File: config.mk
export PLATFORM = sky130hd
export DESIGN_NAME = codec_init_sequencer
export DESIGN_NICKNAME = d
export VERILOG_FILES = /design/src/rtl/codec_init_sequencer.sv
export SDC_FILE = /design/constraint.sdc
export NUM_CORES = 1
export LEC_CHECK = 0
export CAP_MARGIN = 40
export CORE_MARGIN = 4
export CORE_UTILIZATION = 45
export CTS_BUF_LIST = sky130_fd_sc_hd__clkbuf_8
export CTS_CLUSTER_DIAMETER = 150
export DETAILED_ROUTE_END_ITERATION = 6
export GPL_ROUTABILITY_DRIVEN = 0
export GPL_TIMING_DRIVEN = 0
export PLACE_DENSITY = 0.82
export SLEW_MARGIN = 15
export SYNTH_ARGS = -nofsm -noshare
export SYNTH_HDL_FRONTEND = slang
export SYNTH_SLANG_ARGS = --single-unit
File: constraint.sdc
create_clock -name clk -period 2.8 [get_ports clk]
set_input_delay 0.56 -clock clk [delete_from_list [all_inputs] [get_ports clk]]
set_output_delay 0.56 -clock clk [all_outputs]
set_load 0.01 [all_outputs]
File: src/rtl/codec_init_sequencer.sv
// Table-driven WM8731 register loader: walks NUM_REGS {addr,data} words and
// issues each one as a two-byte write through the byte-level I2C controller.
//
// Ports:
//   clk, reset      clock; asynchronous active-high reset
//   start           1-cycle pulse, (re)runs the table; honoured in IDLE/DONE/ERROR
//   cfg_index       table entry currently addressed
//   cfg_word        table data for cfg_index, combinational
//   ctl_enable      1-cycle request pulse to the I2C controller
//   ctl_mode        write mode, constant 1
//   ctl_addr        peripheral address, constant PERIPH_ADDR
//   ctl_byte        byte to transmit, stable until the controller completes
//   ctl_ready       controller idle/complete
//   ctl_nack        NACK flag for the last byte, valid while ctl_ready=1
//   busy            sequence in progress
//   done            all entries written, held until start/reset
//   error           retries exhausted, held until start/reset
//   state_info      current state encoding for debug LEDs
module codec_init_sequencer #(
    parameter int         NUM_REGS       = 11,
    parameter logic [6:0] PERIPH_ADDR    = 7'b0011010,
    parameter int         STARTUP_CYCLES = 1000,
    parameter int         MAX_RETRIES    = 3,
    parameter int         RETRY_GAP      = 64,
    parameter bit         AUTO_START     = 1'b1
) (
    input  logic        clk,
    input  logic        reset,
    input  logic        start,
    output logic [7:0]  cfg_index,
    input  logic [15:0] cfg_word,
    output logic        ctl_enable,
    output logic        ctl_mode,
    output logic [6:0]  ctl_addr,
    output logic [7:0]  ctl_byte,
    input  logic        ctl_ready,
    input  logic        ctl_nack,
    output logic        busy,
    output logic        done,
    output logic        error,
    output logic [3:0]  state_info
);

    localparam int CNT_TOP = (STARTUP_CYCLES > RETRY_GAP) ? STARTUP_CYCLES
                                                          : RETRY_GAP;
    localparam int CW = $clog2(CNT_TOP + 1);
    localparam int RW = (MAX_RETRIES > 0) ? $clog2(MAX_RETRIES + 1) : 1;

    localparam logic [CW-1:0] STARTUP_LAST = CW'(STARTUP_CYCLES - 1);
    localparam logic [CW-1:0] GAP_LAST     = CW'(RETRY_GAP - 1);
    localparam logic [RW-1:0] RETRY_LIMIT  = RW'(MAX_RETRIES);
    localparam logic [7:0]    LAST_INDEX   = 8'(NUM_REGS - 1);

    typedef enum logic [3:0] {
        S_IDLE    = 4'd0,
        S_PWRUP   = 4'd1,
        S_FETCH   = 4'd2,
        S_SEND_HI = 4'd3,
        S_WAIT_HI = 4'd4,
        S_SEND_LO = 4'd5,
        S_WAIT_LO = 4'd6,
        S_NEXT    = 4'd7,
        S_RETRY   = 4'd8,
        S_DONE    = 4'd9,
        S_ERROR   = 4'd10
    } state_e;

    state_e          state_q, state_d;
    logic [7:0]      index_q, index_d;
    logic [7:0]      byte_q, byte_d;
    logic [RW-1:0]   retry_q, retry_d;
    logic [CW-1:0]   cnt_q, cnt_d;
    logic            armed_q, armed_d;
    logic            first_q;
    logic            enable_q, enable_d;
    logic            busy_q, busy_d;
    logic            done_q, done_d;
    logic            error_q, error_d;

    always_ff @(posedge clk or posedge reset) begin
        if (reset) begin
            state_q  <= S_IDLE;
            index_q  <= 8'd0;
            byte_q   <= 8'd0;
            retry_q  <= '0;
            cnt_q    <= '0;
            armed_q  <= 1'b0;
            first_q  <= 1'b1;
            enable_q <= 1'b0;
            busy_q   <= 1'b0;
            done_q   <= 1'b0;
            error_q  <= 1'b0;
        end else begin
            state_q  <= state_d;
            index_q  <= index_d;
            byte_q   <= byte_d;
            retry_q  <= retry_d;
            cnt_q    <= cnt_d;
            armed_q  <= armed_d;
            first_q  <= 1'b0;
            enable_q <= enable_d;
            busy_q   <= busy_d;
            done_q   <= done_d;
            error_q  <= error_d;
        end
    end

    always_comb begin
        state_d = state_q;
        index_d = index_q;
        byte_d  = byte_q;
        retry_d = retry_q;
        cnt_d   = cnt_q;
        armed_d = 1'b0;

        unique case (state_q)
            S_IDLE: begin
                if (AUTO_START && first_q) begin
                    state_d = S_PWRUP;
                end else if (start) begin
                    state_d = S_FETCH;
                    index_d = 8'd0;
                    retry_d = '0;
                end
            end
            S_PWRUP: begin
                if (cnt_q == STARTUP_LAST) begin
                    cnt_d   = '0;
                    state_d = S_FETCH;
                end else begin
                    cnt_d = cnt_q + 1'b1;
                end
            end
            S_FETCH: begin
                byte_d  = {cfg_word[15:9], cfg_word[8]};
                state_d = S_SEND_HI;
            end
            S_SEND_HI: state_d = S_WAIT_HI;
            S_SEND_LO: state_d = S_WAIT_LO;
            S_WAIT_HI, S_WAIT_LO: begin
                // ready may linger high right after the request, so a
                // completion only counts once ready has been seen low
                armed_d = armed_q | ~ctl_ready;
                if (armed_q && ctl_ready) begin
                    armed_d = 1'b0;
                    if (ctl_nack) begin
                        state_d = S_RETRY;
                    end else if (state_q == S_WAIT_HI) begin
                        byte_d  = cfg_word[7:0];
                        state_d = S_SEND_LO;
                    end else begin
                        state_d = S_NEXT;
                    end
                end
            end
            S_NEXT: begin
                retry_d = '0;
                if (index_q == LAST_INDEX) begin
                    state_d = S_DONE;
                end else begin
                    index_d = index_q + 8'd1;
                    state_d = S_FETCH;
                end
            end
            S_RETRY: begin
                if (retry_q == RETRY_LIMIT) begin
                    state_d = S_ERROR;
                end else if (cnt_q == GAP_LAST) begin
                    cnt_d   = '0;
                    retry_d = retry_q + 1'b1;
                    state_d = S_FETCH;
                end else begin
                    cnt_d = cnt_q + 1'b1;
                end
            end
            S_DONE, S_ERROR: begin
                if (start) begin
                    state_d = S_FETCH;
                    index_d = 8'd0;
                    retry_d = '0;
                end
            end
            default: state_d = S_IDLE;
        endcase

        // status flags follow the next state so they are registered
        // and line up with the state they describe
        enable_d = (state_d == S_SEND_HI) || (state_d == S_SEND_LO);
        done_d   = (state_d == S_DONE);
        error_d  = (state_d == S_ERROR);
        busy_d   = !((state_d == S_IDLE) || (state_d == S_DONE) ||
                     (state_d == S_ERROR));
    end

    assign cfg_index  = index_q;
    assign ctl_enable = enable_q;
    assign ctl_mode   = 1'b1;
    assign ctl_addr   = PERIPH_ADDR;
    assign ctl_byte   = byte_q;
    assign busy       = busy_q;
    assign done       = done_q;
    assign error      = error_q;
    assign state_info = state_q;

endmodule
==> flow_summary.yaml, run 1 <==
timing:
  fmax_mhz: 427
  finalSetupViolCount: 0
  finalHoldViolations: 0
  skew_ps: 9.74
  period_share: 0.836
  rsz0062_at_grt: "no"
  min_period_ps: 2340
  finalSetupTns_ps: 0
  relSlewSlack: 0.596
  tightest_slew_ps: 607
  slew_violations: 0
worst_setup_path:
  startpoint_type: "register"
  worstSetupEndpointType: "register"
  critPathMaxFanout: 4
  reg2reg_slack_ps: 460
  r2r_cells: 6
  r2r-start: "cnt_q[9]"
  cp_data_arrival_time_ps: 2540
  critPathLaunch: "cnt_q[9]"
  r2r-end: "busy"
  worstSetupEndpoint: "busy"
  critical_path_class: "reg2reg"
  required_ps: 3000
clock_tree:
  cts.reportedPaths.clkPinSlew_ps: 80
  cts_hold_buffers: 0
  clock-sinks: 38
  cts_buffer_depth: 2
  postCtsSetupBuffers: 0
  clock_latency_ps: 290
  numCtsBuffers: 5
  cts_tree: "built"
  htree_num_levels: 2
  cts-root-buf: "clkbuf_8"
  cts_resized: 0
layout:
  syn_to_final_growth_pct: 32.5
  finalNonFillerCells: 359
  drive_gt1_frac: 0.123
  nets: 316
  antennaDiodeCount: 0
place:
  port_buffers: 44
  place_inst: 351
  dp_hpwl_mm: 3.47
floorplanning:
  die_y_um: 77.8
  ioPinCount: 53
  initial_utilization: 0.464
  coreArea_um2: 4720
  rows: 25
  dieArea_um2: 6060
  die_x_um: 77.8
grt:
  grt_pass1_vias: 1798
  grt_max_degree: 38
  grt_usage: 0.167
  grt_first_pass_wirelength_mm: 8.22
  overflow: 0
  antenna_found_initial: 0
route:
  antenna_left: 0
  vias: 1880
  first_pass_iters: 4
  drc: 0
  routed_wl_mm: 4.80
  drt_iter0_markers: 101
  wire_per_inst_um: 13.4
  via_per_inst: 5.24
synthesis:
  syn_area_um2: 2190
  yosys-top-cells-count: "dfrtp_1 (37), o21ai_0 (27), nand2_1 (25), nor2_1 (16), a21oi_1 (10)"
  yosysSeqAreaShare: 0.434
  yosysTopAreaCellShare: 0.422
  synth.most_common_cell: "dfrtp_1"
  avgSynthCellArea_um2: 9.45
  synth-edff-count: 0
  synth_cell_types: 54
  synth_area_leaders: "dfrtp_1 (42%), o21ai_0 (6.2%), nand2_1 (4.3%)"
  synth_largest_area_cell: "dfrtp_1"
  async_reset_ff_frac: 1.00
  yosysWarningCount: 0
  synth_seq_cells: 38
  synth_ff_type: "dfrtp_1"
  synthCells: 232
power:
  p_leak_uw: 0.00125
  power_density_nw_per_um2: 883
  vdd_drop_max_v: 0.000424
hold_path:
  hold_path_class: "in2async"
run:
  maxCapViolCount: 0
status:
  outcome: "finished clean"
-- placed cells by master (no fill, tap or decap), types with 3 or more instances in the layout --
master and count:
clkdlybuf4s50_1 44, dfrtp_1 37, o21ai_0 27, nand2_1 25, nor2_1 16, a21oi_1 10
clkbuf_8 9, mux2i_1 9, nor3_1 9, conb_1 9, xnor2_1 8, buf_4 8
clkbuf_1 6, inv_1 6, nor2b_1 5, nand3_1 5, nand4_1 4, ha_1 4
and3_1 3
-- worst max-delay path, stage by stage, from the launching register on --
cell and delay [ps]:
dfrtp_1 430, or4_1 540, or3_4 380, o21ai_2 130, or3b_4 410, nor3b_4 160, a211oi_1 200
-- per-stage QoR --
step | utilization | cell area [um2] | hold slack (ps) | worst slack [ps] | total power (uW)
after floorplan | - | 2220 | 470 | 648 | 1560
after global placement | 0.581 | 2740 | 463 | 251 | 1960
after detailed placement | 0.585 | 2760 | 470 | 238 | 2000
after CTS | 0.615 | 2910 | 431 | 456 | 2590
after global routing | 0.615 | 2910 | 456 | 297 | 2740
final | 0.615 | 2910 | 437 | 460 | 2570
-- routing by layer --
metal / vias to the layer above / global-route usage / wire (um)
met3: 11 / 0.0348 / 243
met5: - / 0 / 0
met4: 0 / 0.0694 / 100
met2: 49 / 0.278 / 2420
met1: 896 / 0.210 / 2030
li1: 924 / - / -
-- registers in the layout, indices dropped and copies added (netlist names) --
signal and cells:
busy 1, cnt_q 10, retry_q 2, ctl_byte 8, cfg_index 8, armed_q 1, ctl_enable 1, first_q 1
done 1, error 1, state_info 4
-- worst min-delay path by stage --
stage,endpoint,cells after the start,slack [ps]
final,ctl_byte[2],2,440
after global routing,ctl_byte[2],2,460
after CTS,ctl_byte[2],2,430
after detailed placement,ctl_byte[4],2,470
after global placement,ctl_byte[0],2,460
after floorplan,retry_q[1],1,470
-- power breakdown --
group | switching, uW | leakage [uW] | internal, uW
Clock | 194 | 0.0000714 | 380
Sequential | 141 | 0.000497 | 706
Combinational | 569 | 0.000681 | 575
Total | 904 | 0.00125 | 1660
-- cell type report --
class / instances / area [um2]
fillers: 390 / 1820
flip-flops and latches: 38 / 952
repair buffers: 45 / 460
clock buffers: 6 / 82.6
inverters: 7 / 26.3
multi-input cells: 177 / 1120
plain buffers: 17 / 124
clock inverters: 2 / 60.1
well taps: 67 / 83.8
-- kinds of logic after synthesis --
logic type,share of synthesized area
buffers and inverters,0.0685
xor gates and xnor gates,0.0319
other,0.00342
and+or+nand+nor,0.236
AOI/OAI and AO/OA,0.157
muxes,0.0462
DFF,0.434
adders and majority gates,0.0228
(Power assumes the default switching activity.)
==> inputs of run 2 (changes only) <==
- PLACE_DENSITY: 0.82 -> 0.85
- clock period: 2.8 -> 2.09 ns (I/O delays scaled with it)
==> run 2 against run 1 <==
Effect of this change:
- the flow now finishes with violations (setup timing)
- sequential share of layout area decreased by 0.75 points
- core utilization increased by 1.6 points
- worst setup slack got worse by 560 ps
- fmax increased by 6.7%
- die area unchanged
- design area increased by 2.6%
- total power increased by 30%
- sequential cell count unchanged
- first-iteration DRC count increased by 55%
- largest power group unchanged
==> flow_summary.yaml, run 2 (synthesis results as in run 1) <==
layout:
  syn_to_final_growth_pct: 36.0
  nets: 322
  drive_gt1_frac: 0.201
  final_common_cell: "clkdlybuf4s50_1"
  finalNonFillerCells: 365
  final_cell_mix: "clkdlybuf4s50_1 (44), dfrtp_1 (35), o21ai_0 (27), nand2_1 (24)"
  top_register: "cnt_q"
  antennaDiodeCount: 0
  largest_register_ff_count: 10
power:
  power_frac_comb: 0.495
  power_density_nw_per_um2: 1120
  p_leak_uw: 0.00129
  clockPowerShare: 0.157
  power.internal_uw: 2070
  totalPowerFinal_uw: 3340
  p_switching_uw: 1270
  p_seq_frac: 0.348
  sw_frac_of_total: 0.381
  vdd_drop_max_v: 0.000621
clock_tree:
  cts_tree: "built"
  cts-root-buf: "clkbuf_8"
  clock_latency_ps: 290
  cts.reportedPaths.clkPinSlew_ps: 80
  cts_hold_buffers: 0
  clock-sinks: 38
  htree_num_levels: 2
  numCtsBuffers: 5
  cts_buffer_depth: 2
place:
  dp_hpwl_mm: 3.55
  place_inst: 350
  port_buffers: 44
floorplanning:
  die_y_um: 77.8
  dieArea_um2: 6060
  rows: 25
  initial_utilization: 0.464
  die_x_um: 77.8
  ioPinCount: 53
  coreArea_um2: 4720
timing:
  slew_violations: 0
  skew_ps: 5.02
  setup_slack_ps: -103
  rsz0062_at_grt: "yes"
  finalHoldViolations: 0
  period_share: 1.05
  fmax_mhz: 456
  min_period_ps: 2190
  finalSetupViolCount: 3
grt:
  grt_usage: 0.167
  overflow: 0
  grt.met1_usage: 0.195
  gr-max-usage-layer: "met2"
  grt_pass1_vias: 1915
  grt_max_degree: 39
  use_met3: 0.0476
  met2_usage: 0.294
  antenna_found_initial: 0
  grt_first_pass_wirelength_mm: 8.25
status:
  violations: "setup timing"
  outcome: "finished with violations"
route:
  wire_per_inst_um: 13.9
  antenna_left: 0
  drc: 0
  vias: 1933
  drt_iter0_markers: 157
  first_pass_iters: 4
  via_per_inst: 5.30
  routed_wl_mm: 5.07
worst_setup_path:
  cp_data_arrival_time_ps: 2370
  critPathMaxFanout: 4
  critical_path_class: "reg2reg"
  worstSetupEndpointType: "register"
  startpoint_type: "register"
  required_ps: 2270
run:
  maxCapViolCount: 0
hold_path:
  hold_path_class: "in2async"
[run 2: changes by cell type in the layout (fill, tap and decap cells not counted), sizes merged]
cell | previous run | this run
bufinv | 2 | 0
clkbuf | 15 | 12
inv | 7 | 8
buf | 9 | 18
clkinv | 0 | 1
[run 2: timing repair]
item | CTS | global route
endpoints found under the setup margin | 10 | 22
resized for setup | 4 | 15
setup buffers | 6 | 2
pin swaps | 1 | 5
[run 2: cell type report]
cell class                 instances  area [um2]
buffer                            15         119
clock buffer                       6        82.6
clock inverter                     2        8.76
fill                             382        1740
inverter                           7        26.3
multi-input combinational        177        1190
sequential                        38         955
tap                               67        83.8
timing repair buffer              53         520
[run 2: power by group through the flow]
stage,combinational (uW),sequential (uW),clock [uW]
6_report,1660,1160,525
5_1_grt,1800,1200,570
4_1_cts,1570,1160,536
3_5_place_dp,1520,1150,0
3_3_place_gp,1480,1140,0
2_1_floorplan,905,1190,0
[run 2: worst max-delay path, stage by stage, from the launching register on]
cell	delay, ps
dfrtp_1	390
or4_1	510
or3_4	360
o21ai_2	140
or3b_4	410
nor3_2	180
a211oi_2	80
[run 2: path summary, 6_finish.rpt]
path	from	to	slack (ps)	cells past startpoint
worst max-delay path	cnt_q[9]	busy	-100	6
worst min-delay path	reset	cnt_q[6]	290	2
worst max register to register	cnt_q[9]	busy	-100	6
worst min register to register	ctl_byte[7]	ctl_byte[7]	480	2
max in group asynchronous	reset	first_q	1360	3
min in group clk	ctl_byte[7]	ctl_byte[7]	480	2
[run 2: metrics by stage]
stage | TNS, ps | setup WS (ps) | hold WS [ps] | utilization | area (um2)
after detailed placement | -2640 | -329 | 469 | 0.582 | 2750
after CTS | -125 | -125 | 486 | 0.614 | 2900
after global routing | -359 | -182 | 305 | 0.632 | 2980
final | -110 | -103 | 290 | 0.632 | 2980
after floorplan | -23.7 | -23.7 | 470 | - | 2230
after global placement | -2520 | -316 | 463 | 0.582 | 2750
[run 2: metal layers]
layer  vias up  share of wire
met4         0          0.015
met2        73           0.50
li1        939              -
met3         9          0.067
met5         -              0
met1       912           0.41
==> inputs of run 3 (changes only) <==
--- a/config.mk
+++ b/config.mk
@@ -16,3 +16,2 @@
 export PLACE_DENSITY = 0.85
-export SLEW_MARGIN = 15
 export SYNTH_ARGS = -nofsm -noshare
==> constraint.sdc (replaced) <==
create_clock -name clk -period 2.09 [get_ports clk]
set_input_delay 0.209 -clock clk [delete_from_list [all_inputs] [get_ports clk]]
set_output_delay 0.209 -clock clk [all_outputs]
set_load 0.01 [all_outputs]
==> run 3 against run 2 <==
Effect of this change:
- the run still ends with setup timing left
- sequential cell count unchanged
- sequential power about the same
- global-route usage increased by 0.48 points
- highest routed layer unchanged
==> flow_summary.yaml, run 3 (synthesis results as in run 1) <==
floorplanning:
  die_x_um: 77.8
  rows: 25
  ioPinCount: 53
  dieArea_um2: 6060
  coreArea_um2: 4720
  die_y_um: 77.8
  initial_utilization: 0.464
worst_setup_path:
  r2r-end: "busy"
  required_ps: 2310
  r2r_cells: 6
  reg2reg_slack_ps: -110
  critPathMaxFanout: 4
  startpoint_type: "register"
  worstSetupEndpointType: "register"
  cp_data_arrival_time_ps: 2420
  critical_path_class: "reg2reg"
  r2r-start: "cnt_q[9]"
clock_tree:
  htree_num_levels: 2
  cts-root-buf: "clkbuf_8"
  cts_buffer_depth: 2
  cts.reportedPaths.clkPinSlew_ps: 80
  cts_hold_buffers: 0
  clock_latency_ps: 300
  cts_tree: "built"
  numCtsBuffers: 5
  clock-sinks: 38
timing:
  rsz0062_at_grt: "yes"
  finalSetupTns_ps: -156
  period_share: 1.05
  min_period_ps: 2200
  tightest_slew_ps: 807
  fmax_mhz: 454
  skew_ps: 8.45
  finalHoldViolations: 0
  setup_slack_ps: -111
  finalSetupViolCount: 3
  slew_violations: 0
  relSlewSlack: 0.461
layout:
  antennaDiodeCount: 0
  final_cell_mix: "clkdlybuf4s50_1 (44), dfrtp_1 (35), o21ai_0 (27), nand2_1 (24)"
  nFillCells: 367
  drive_gt1_frac: 0.191
  final_common_cell: "clkdlybuf4s50_1"
  nets: 322
  largest_register_ff_count: 10
  syn_to_final_growth_pct: 36.4
  postLayoutCoreUtil: 0.633
  design_area_um2: 2990
  top_register: "cnt_q"
route:
  via_per_inst: 5.25
  routed_wl_mm: 5.04
  first_pass_iters: 4
  drc: 0
  vias: 1917
  drt_iter0_markers: 102
  antenna_left: 0
  wire_per_inst_um: 13.8
power:
  p_leak_uw: 0.00129
  totalPowerFinal_uw: 3440
  vdd_drop_max_v: 0.000504
  power_density_nw_per_um2: 1150
grt:
  antenna_found_initial: 0
  use_met3: 0.0534
  overflow: 0
  grt_pass1_vias: 1934
  grt.met1_usage: 0.192
  grt_usage: 0.172
  met2_usage: 0.301
  gr-max-usage-layer: "met2"
  grt_first_pass_wirelength_mm: 8.38
  grt_max_degree: 21
place:
  dpl_cell_area_um2: 2780
  port_buffers: 44
  dp_hpwl_mm: 3.58
status:
  outcome: "finished with violations"
  violations: "setup timing"
run:
  maxCapViolCount: 0
hold_path:
  hold_path_class: "in2async"
==> run 3: changes by cell type in the layout (fill, tap and decap cells not counted), sizes merged <==
cell and delta:
bufinv +1, clkbuf -1, clkinv +1, inv -1
==> run 3: metal layers <==
metal	routed length [um]	part of all wire
met4	122	0.024
met5	0	0
met2	2550	0.51
met3	318	0.063
met1	2050	0.41
==> run 3: metrics by stage <==
step	setup WS, ps	hold slack (ps)	cells
floorplan	-23.7	275	239
global placement	-186	463	350
detailed placement	-170	475	351
CTS	-98.3	400	364
global route	-163	455	365
finish	-111	362	365
==> run 3: where the power goes <==
part	switching [uW]	internal [uW]
Sequential	203	948
Combinational	809	856
Clock	274	351
Total	1290	2160
==> run 3: worst max path at each step <==
stage	slack, ps	end	cells past startpoint	from
4_1_cts	-100	busy	6	cnt_q[9]
6_report	-110	busy	6	cnt_q[9]
2_1_floorplan	-20	busy	6	cnt_q[9]
5_1_grt	-160	busy	6	cnt_q[9]
3_3_place_gp	-190	cnt_q[6]	6	state_info[0]
3_5_place_dp	-170	cnt_q[6]	6	state_info[0]
==> run 3: critical path: stages, from the launching register on <==
cell and delay [ps]:
dfrtp_1 390, or4_1 510, or3_4 360, o21ai_2 140, or3b_4 420, nor3b_4 170
a211oi_2 130
==> run 3: final cells by class <==
cell class | instances | area (um2) | area share
timing repair buffer | 53 | 528 | 0.176
buffer | 15 | 118 | 0.0393
inverter | 7 | 26.3 | 0.00878
sequential | 38 | 955 | 0.319
tap | 67 | 83.8 | 0.0280
clock buffer | 5 | 68.8 | 0.0230
multi-input combinational | 177 | 1170 | 0.392
clock inverter | 3 | 40.0 | 0.0134
==> run 3: what timing repair did <==
| action | CTS | global route |
|---|---|---|
| resized for setup | 4 | 12 |
| endpoints found under the setup margin | 11 | 22 |
| buffers inserted | 7 | 1 |
| pin swaps | 6 | 4 |
